<file path="src/rtl/commit_forward_source.sv">
// Commit-side forwarding producer: holds one bundle of ALU results, drains it
// into the PRF in lane order through WR_PORTS ports, and forwards every lane
// that has not yet been written so execute can bypass the PRF.

// Per-lane holding register: pending flag plus destination and data.
module commit_forward_lane #(
  parameter int PREG_W = 6,
  parameter int WORD_W = 32
) (
  input  logic              clk,
  input  logic              resetn,
  input  logic              load,
  input  logic              flush,
  input  logic              clr,
  input  logic              lane_valid,
  input  logic [PREG_W-1:0] in_dst,
  input  logic [WORD_W-1:0] in_data,
  output logic              pend,
  output logic [PREG_W-1:0] dst,
  output logic [WORD_W-1:0] data,
  output logic [PREG_W-1:0] fwd_dst,
  output logic [WORD_W-1:0] fwd_data
);
  // Flush beats a capture beats a drain; preg 0 is never pending.
  always_ff @(posedge clk or negedge resetn) begin
    if (!resetn) begin
      pend <= 1'b0;
      dst  <= '0;
      data <= '0;
    end else begin
      if (flush)     pend <= 1'b0;
      else if (load) pend <= lane_valid && (in_dst != '0);
      else if (clr)  pend <= 1'b0;
      if (load) begin
        dst  <= in_dst;
        data <= in_data;
      end
    end
  end

  // Bypass straight from registers, held through the PRF write cycle.
  assign fwd_dst  = pend ? dst  : '0;
  assign fwd_data = pend ? data : '0;
endmodule

module commit_forward_source #(
  parameter int ALU_NUM  = 2,
  parameter int WR_PORTS = 1,
  parameter int PREG_W   = 6,
  parameter int WORD_W   = 32
) (
  input  logic                       clk,
  input  logic                       resetn,
  input  logic                       in_valid,
  output logic                       in_ready,
  input  logic [ALU_NUM-1:0]         in_lane_valid,
  input  logic [ALU_NUM*PREG_W-1:0]  in_dst,
  input  logic [ALU_NUM*WORD_W-1:0]  in_data,
  output logic [ALU_NUM*PREG_W-1:0]  fwd_dst,
  output logic [ALU_NUM*WORD_W-1:0]  fwd_data,
  output logic [WR_PORTS-1:0]        prf_we,
  output logic [WR_PORTS*PREG_W-1:0] prf_waddr,
  output logic [WR_PORTS*WORD_W-1:0] prf_wdata,
  input  logic                       flush,
  output logic                       busy
);
  localparam int CNT_W = $clog2(ALU_NUM + 1);

  logic [ALU_NUM-1:0]              pend, sel;
  logic [ALU_NUM-1:0][PREG_W-1:0]  dst_q, in_dst_a, fwd_dst_a;
  logic [ALU_NUM-1:0][WORD_W-1:0]  data_q, in_data_a, fwd_data_a;
  logic [WR_PORTS-1:0][PREG_W-1:0] waddr_a;
  logic [WR_PORTS-1:0][WORD_W-1:0] wdata_a;
  logic [CNT_W-1:0]                npend, cnt;
  logic                            accept;

  assign in_dst_a  = in_dst;
  assign in_data_a = in_data;
  assign fwd_dst   = fwd_dst_a;
  assign fwd_data  = fwd_data_a;
  assign prf_waddr = waddr_a;
  assign prf_wdata = wdata_a;

  // A bundle arriving alongside flush is dropped outright.
  assign accept = in_valid && in_ready && !flush;

  genvar g;
  generate
    for (g = 0; g < ALU_NUM; g++) begin : g_lane
      commit_forward_lane #(.PREG_W(PREG_W), .WORD_W(WORD_W)) u_lane (
        .clk        (clk),
        .resetn     (resetn),
        .load       (accept),
        .flush      (flush),
        .clr        (sel[g]),
        .lane_valid (in_lane_valid[g]),
        .in_dst     (in_dst_a[g]),
        .in_data    (in_data_a[g]),
        .pend       (pend[g]),
        .dst        (dst_q[g]),
        .data       (data_q[g]),
        .fwd_dst    (fwd_dst_a[g]),
        .fwd_data   (fwd_data_a[g])
      );
    end
  endgenerate

  // Map the lowest-indexed pending lanes onto write ports in order.
  always_comb begin
    prf_we  = '0;
    waddr_a = '0;
    wdata_a = '0;
    sel     = '0;
    cnt     = '0;
    for (int i = 0; i < ALU_NUM; i++) begin
      if (pend[i] && (cnt < CNT_W'(WR_PORTS))) begin
        sel[i] = 1'b1;
        for (int k = 0; k < WR_PORTS; k++) begin
          if (cnt == CNT_W'(k)) begin
            prf_we[k]  = 1'b1;
            waddr_a[k] = dst_q[i];
            wdata_a[k] = data_q[i];
          end
        end
        cnt = cnt + CNT_W'(1);
      end
    end
  end

  // Ready when this cycle's drain empties the buffer (zero-bubble refill).
  always_comb begin
    npend = '0;
    for (int i = 0; i < ALU_NUM; i++)
      if (pend[i]) npend = npend + CNT_W'(1);
  end

  assign in_ready = flush || (npend <= CNT_W'(WR_PORTS));
  assign busy     = |pend;
endmodule

</file>
<file path="config.mk">
export PLATFORM = sky130hd
export DESIGN_NAME = commit_forward_source
export DESIGN_NICKNAME = d
export VERILOG_FILES = /design/src/rtl/commit_forward_source.sv
export SDC_FILE = /design/constraint.sdc
export NUM_CORES = 1
export LEC_CHECK = 0
export CAP_MARGIN = 5
export CORE_ASPECT_RATIO = 0.9
export CORE_MARGIN = 4
export CORE_UTILIZATION = 37
export CTS_BUF_LIST = sky130_fd_sc_hd__clkbuf_4 sky130_fd_sc_hd__clkbuf_8
export DETAILED_ROUTE_END_ITERATION = 6
export PLACE_DENSITY_LB_ADDON = 0.1
export REMOVE_ABC_BUFFERS = 1
export SLEW_MARGIN = 20
export SYNTH_ARGS = -nofsm -noshare
export SYNTH_HDL_FRONTEND = slang
export SYNTH_SLANG_ARGS = --single-unit
</file>
<file path="constraint.sdc">
create_clock -name clk -period 1.3 [get_ports clk]
set_input_delay 0.325 -clock clk [delete_from_list [all_inputs] [get_ports clk]]
set_output_delay 0.325 -clock clk [all_outputs]
set_load 0.02 [all_outputs]
</file>
==> results.json, run 1 <==
{
  "status": "complete, but fails checks",
  "failed_checks": "negative hold slack, negative setup slack",
  "firstDrtPassIters": 4,
  "max_stage_delay_ns": 0.45,
  "sw_frac_of_total_pct": 27.1,
  "initial_core_util_pct": 37.6,
  "wl_per_cell_um": 18.9,
  "worstMarginPinSlew_ns": 0.452,
  "crit_path_start_kind": "register",
  "max_slew_margin_pct": 69.9,
  "drc": 0,
  "synthFlopType": "dfrtp_1",
  "dp_hpwl_um": 8120,
  "worstRegToRegCells": 8,
  "insertion_delay_ns": 0.34,
  "ant_nets": 0,
  "ir_drop_uv": 573,
  "synth_cell_type_count": 18,
  "num_rows": 35,
  "leakagePower_uw": 0.00364,
  "finClkSkew_ns": 0.00833,
  "crit_fanout": 5,
  "pre_cts_ws_ns": -0.658,
  "drt-total-wl_um": 12900,
  "powerDensity_nw_per_um2": 986,
  "layout.cells.most_common_list": "buf_6, clkdlybuf4s50_1, dfrtp_1",
  "fp.dieH_um": 105,
  "first_global_vias": 3488,
  "power.share.clock_pct": 27.6,
  "place_congestion": 0.774,
  "path_cells": "nor2b_4, buf_4, buf_6, a21o_1, buf_2",
  "syn_to_final_growth_pct": 83.5,
  "slowest_stage": "dfrtp_2",
  "async_flop_share_pct": 100,
  "crit_path_end_kind": "output pin",
  "p_seq_share_pct": 43.5,
  "cts-root-buf": "clkbuf_8",
  "finalCriticalPeriod_ns": 1.88,
  "grt_overflow": 0,
  "cts.sinks": 78,
  "grt_max_degree": 79,
  "cts_max_level": 3,
  "synth_area_per_cell_um2": 12.8,
  "crit_arrival_ns": 1.55,
  "setup_viol_count_final": 195,
  "antennaDiodeCount": 0,
  "p_comb_share_pct": 28.9,
  "globalRouteTotalUtil_pct": 19.5,
  "hold_violations": 8,
  "ios": 199,
  "grt_pass1_wl_um": 18600,
  "total_power_uw": 6950,
  "maxCapViolCount": 0,
  "seq_area_um2": 1950,
  "synth_edf_count": 0,
  "fin_hold_ws_ns": -0.0178,
  "die_area_um2": 12100,
  "ys_seq_area_share_pct": 50.8,
  "avgViaCountPerCell": 4.82,
  "antenna_found_initial": 0,
  "multi_input_area_um2": 1910,
  "vias": 3294,
  "rsz0062_at_grt": "true",
  "synth_area_um2": 3840,
  "finalCritPeriodShare_pct": 144,
  "ys_warn_count": 0,
  "layout_commonest_cell": "buf_6",
  "fill_cells": 799,
  "port_buffers": 198,
  "core_um2": 10200,
  "max_freq_ghz": 0.533,
  "holdBufCountCts": 0,
  "drive_gt1_share_pct": 58.6,
  "cts_made_buffers": 9,
  "crit_required_ns": 0.98,
  "nets": 632,
  "p_sw_uw": 1880,
  "syn_inst": 301,
  "path_clk_slew_ns": 0.08,
  "p_int_uw": 5070,
  "holdCritPathClass": "input port to async pin",
  "ys_ff_latch": 78,
  "cts_tree": "done",
  "finalWorstSetupSlack_ns": -0.576,
  "critPathKind": "register to output pin",
  "clockBufferDepth": 2,
  "die_w_um": 115,
  "drt_first_iter_violations": 104,
  "final-max-slew-violation-count": 0
}
[routing by layer]
metal / global-route usage, % / routed length (um) / vias up
met5: 0 / 0 / -
met4: 4.11 / 129 / 0
met3: 6.49 / 1170 / 15
met2: 31.7 / 6090 / 139
met1: 25.2 / 5520 / 1615
li1: - / - / 1525
[cells in the mapped netlist (all sizes together) (2+ instances only)]
cell type / number / area share (%)
mux2: 76 / 24
a21o: 38 / 7.4
and2: 76 / 12
dfrtp: 78 / 51
or2: 2 / 0.33
nor3: 2 / 0.26
buf: 12 / 2.1
clkbuf: 9 / 0.88
or4: 2 / 0.39
[power groups by stage]
stage                     logic [uW]  registers [uW]  clock network (uW)
final                           2010            3020                1910
after global routing            2130            3080                2080
after CTS                       1740            3010                1970
after detailed placement        1740            3050                   0
after global placement          1700            3040                   0
after floorplan                  861            2980                   0
[final timing paths]
check | startpoint | endpoint | slack [ns]
min reg2reg | g_lane[0].u_lane.data[19]$_DFFE_PN0N_ | g_lane[0].u_lane.data[19]$_DFFE_PN0N_ | 0.51
max in group asynchronous | resetn | g_lane[0].u_lane.pend$_DFFE_PN0P_ | 0.91
max | g_lane[1].u_lane.pend$_DFFE_PN0P_ | prf_waddr[0] | -0.58
min in group clk | g_lane[0].u_lane.data[19]$_DFFE_PN0N_ | g_lane[0].u_lane.data[19]$_DFFE_PN0N_ | 0.51
min | resetn | g_lane[1].u_lane.data[17]$_DFFE_PN0N_ | -0.02
max reg2reg | g_lane[0].u_lane.pend$_DFFE_PN0P_ | g_lane[0].u_lane.dst[4]$_DFFE_PN0N_ | -0.50
[through the flow]
step                util [%]  std cells  setup TNS (ns)  instance area [um2]  hold WS [ns]
global placement        60.2        634          -84.13                 6140         0.388
finish                  69.1        684          -89.74                 7050       -0.0178
floorplan                  -        280         -117.36                 3720        0.0294
global route            69.1        684         -100.99                 7050        0.0277
detailed placement      60.2        634          -87.47                 6140         0.389
CTS                     62.4        660          -84.75                 6370        0.0239
[flip-flops by register name (all words and copies together), names as in the netlist]
signal / count
g_lane.u_lane.pend: 2
g_lane.u_lane.dst: 12
g_lane.u_lane.data: 64
[critical path: cells and delay by family (launching register included)]
family          cells  cell delay, ns
compound gates      1            0.17
flops               1            0.45
buf+inv             3            0.43
simple gates        1            0.16
[logic make-up (layout without fill, tap and decap cells)]
group / Yosys count / in the layout / share of synthesized area (%)
AND/OR/NAND/NOR: 86 / 86 / 14.4
flip-flops: 78 / 78 / 50.8
multiplexers: 76 / 76 / 24.0
AO/OA/AOI/OAI: 39 / 39 / 7.62
buffers and inverters: 22 / 276 / 3.10
[final cells by class]
| type | instances | share of cell area [%] |
|---|---|---|
| Sequential cell | 78 | 27.7 |
| Timing Repair Buffer | 259 | 39.8 |
| Multi-Input combinational cell | 201 | 27.1 |
| Clock buffer | 13 | 2.36 |
| Clock inverter | 3 | 0.604 |
| Tap cell | 129 | 2.29 |
| Inverter | 1 | 0.0533 |
[repair_timing]
action                                  4_1_cts  5_1_grt
buffers inserted                              6       14
gates resized for setup                     488      236
endpoints found under the hold margin         0        0
cloned                                        4       12
pin swaps                                     0       27
endpoints found under the setup margin      195      195
(Power assumes the default switching activity.)
==> run 2: changes to the inputs <==
Settings changed: CAP_MARGIN 5 to default, CORE_UTILIZATION 37 to 35, REMOVE_ABC_BUFFERS 1 to default.
==> run 2 against run 1 <==
The run ends with negative setup slack left. First-iteration DRC count decreased by 30%. Via count fell by 4.0%. Worst hold slack better by 0.52 ns. Register-to-register slack improved by 0.10 ns. Routed wire length decreased by 6.4%. Sequential power about the same. Final cell count decreased by 1.8%. Maximum frequency grew 3.2%. Global-route usage decreased by 1.6 points.
==> results.json, run 2 (synthesized netlist as in run 1, its figures left out) <==
{
  "cts_max_level": 3,
  "grt_max_degree": 79,
  "dp_hpwl_um": 8250,
  "ant_nets": 0,
  "antennaDiodeCount": 0,
  "crit_end": "prf_wdata[24]",
  "layout_commonest_cell": "clkdlybuf4s50_1",
  "core_um2": 10800,
  "avgViaCountPerCell": 4.71,
  "clockBufferDepth": 2,
  "max_freq_ghz": 0.550,
  "worstMarginPinSlew_ns": 0.433,
  "port_buffers": 198,
  "cts-root-buf": "clkbuf_8",
  "ir_drop_uv": 589,
  "total_power_uw": 6920,
  "die_w_um": 118,
  "rsz0062_at_grt": "true",
  "antenna_found_initial": 0,
  "crit_path_end_kind": "output pin",
  "cts_made_buffers": 9,
  "crit_path_start": "g_lane[0].u_lane.pend$_DFFE_PN0P_",
  "reg_top3": "g_lane.u_lane.data x64, g_lane.u_lane.dst x12, g_lane.u_lane.pend x2",
  "crit_required_ns": 0.98,
  "firstDrtPassIters": 4,
  "crit_arrival_ns": 1.49,
  "max_flop_register": "g_lane.u_lane.data",
  "grt_overflow": 0,
  "finClkSkew_ns": 0.00962,
  "drc": 0,
  "maxCapViolCount": 0,
  "crit_path_start_kind": "register",
  "max_slew_margin_pct": 71.2,
  "fin_hold_ws_ns": 0.505,
  "failed_checks": "negative setup slack",
  "rr_endpoint": "g_lane[0].u_lane.data[5]$_DFFE_PN0N_",
  "syn_to_final_growth_pct": 72.3,
  "cts.sinks": 78,
  "leakagePower_uw": 0.00339,
  "ios": 199,
  "num_rows": 36,
  "initial_core_util_pct": 35.7,
  "drt-total-wl_um": 12100,
  "worstRegToRegCells": 6,
  "place_area_um2": 6330,
  "cts_tree": "done",
  "hold_violations": 0,
  "r2r_slack_ns": -0.40,
  "path_clk_slew_ns": 0.08,
  "synth_fp_nets": 383,
  "powerDensity_nw_per_um2": 1050,
  "largest_reg_flops": 64,
  "reg2reg_from": "g_lane[0].u_lane.pend$_DFFE_PN0P_",
  "drt_first_iter_violations": 73,
  "finalCriticalPeriod_ns": 1.82,
  "stdcell_area_um2": 6620,
  "drive_gt1_share_pct": 59.9,
  "holdCritPathClass": "register to register",
  "grt_pass1_wl_um": 17900,
  "layout.cells.most_common_list": "clkdlybuf4s50_1, dfrtp_1, mux2_2",
  "final-max-slew-violation-count": 0,
  "vias": 3163,
  "crit_fanout": 12,
  "wl_per_cell_um": 18.0,
  "place_congestion": 0.730,
  "final_util_pct": 61.4,
  "finalCritPeriodShare_pct": 140,
  "critPathKind": "register to output pin",
  "fp.dieH_um": 107,
  "insertion_delay_ns": 0.35,
  "globalRouteTotalUtil_pct": 17.9,
  "status": "complete, but fails checks",
  "finalWorstSetupSlack_ns": -0.517,
  "first_global_vias": 3371,
  "setup_viol_count_final": 195,
  "nets": 616,
  "die_area_um2": 12700
}
## run 2: layout make-up
type	instances	area [um2]
Fill cell	922	4150
Sequential cell	78	1950
Clock buffer	12	153
Multi-Input combinational cell	202	1980
Inverter	1	3.75
Timing Repair Buffer	242	2290
Tap cell	133	166
Clock inverter	4	70.1
## run 2: worst min-delay path by stage
| stage | start | to | depth (start not counted) |
|---|---|---|---|
| after floorplan | resetn | g_lane[0].u_lane.data[0]$_DFFE_PN0N_ | 0 |
| after global placement | resetn | g_lane[1].u_lane.data[0]$_DFFE_PN0N_ | 2 |
| after detailed placement | resetn | g_lane[1].u_lane.data[0]$_DFFE_PN0N_ | 2 |
| after CTS | g_lane[0].u_lane.data[15]$_DFFE_PN0N_ | g_lane[0].u_lane.data[15]$_DFFE_PN0N_ | 1 |
| after global routing | in_lane_valid[0] | g_lane[0].u_lane.pend$_DFFE_PN0P_ | 2 |
| final | g_lane[0].u_lane.data[31]$_DFFE_PN0N_ | g_lane[0].u_lane.data[31]$_DFFE_PN0N_ | 1 |
## run 2: per-layer routing
layer / share of wire, % / global-route usage [%] / routed length, um / up-vias
li1: - / - / - / 1486
met1: 43 / 21.9 / 5140 / 1547
met4: 0.42 / 3.47 / 51 / 0
met5: 0 / 0 / 0 / -
met3: 7.9 / 7.57 / 951 / 6
met2: 49 / 30.0 / 5940 / 124
## run 2: repair_timing
item	4_1_cts	5_1_grt
gates resized for setup	515	75
cloned	1	9
hold endpoints to repair	8	0
endpoints found under the setup margin	195	195
hold buffers	1	0
pin swaps	6	2
buffers inserted	5	2
## run 2: worst max-delay path: stages, from the launching register on
cell     delay (ns)
dfrtp_2        0.47
buf_6          0.17
and2_2         0.18
a21o_4         0.17
buf_4          0.15
## run 2: power breakdown
part           switching [uW]  internal (uW)  leakage, uW
sequential                239           2790     0.000916
combinational             717           1110      0.00236
clock                     884           1170     0.000117
total                    1840           5080      0.00339
## run 2: through the flow
stage / worst slack, ns / setup TNS, ns / cells
2_1_floorplan: -0.147 / -2.75 / 301
3_3_place_gp: -0.619 / -85.48 / 640
3_5_place_dp: -0.631 / -88.00 / 640
4_1_cts: -0.600 / -77.97 / 663
5_1_grt: -0.581 / -84.73 / 672
6_report: -0.517 / -71.89 / 672
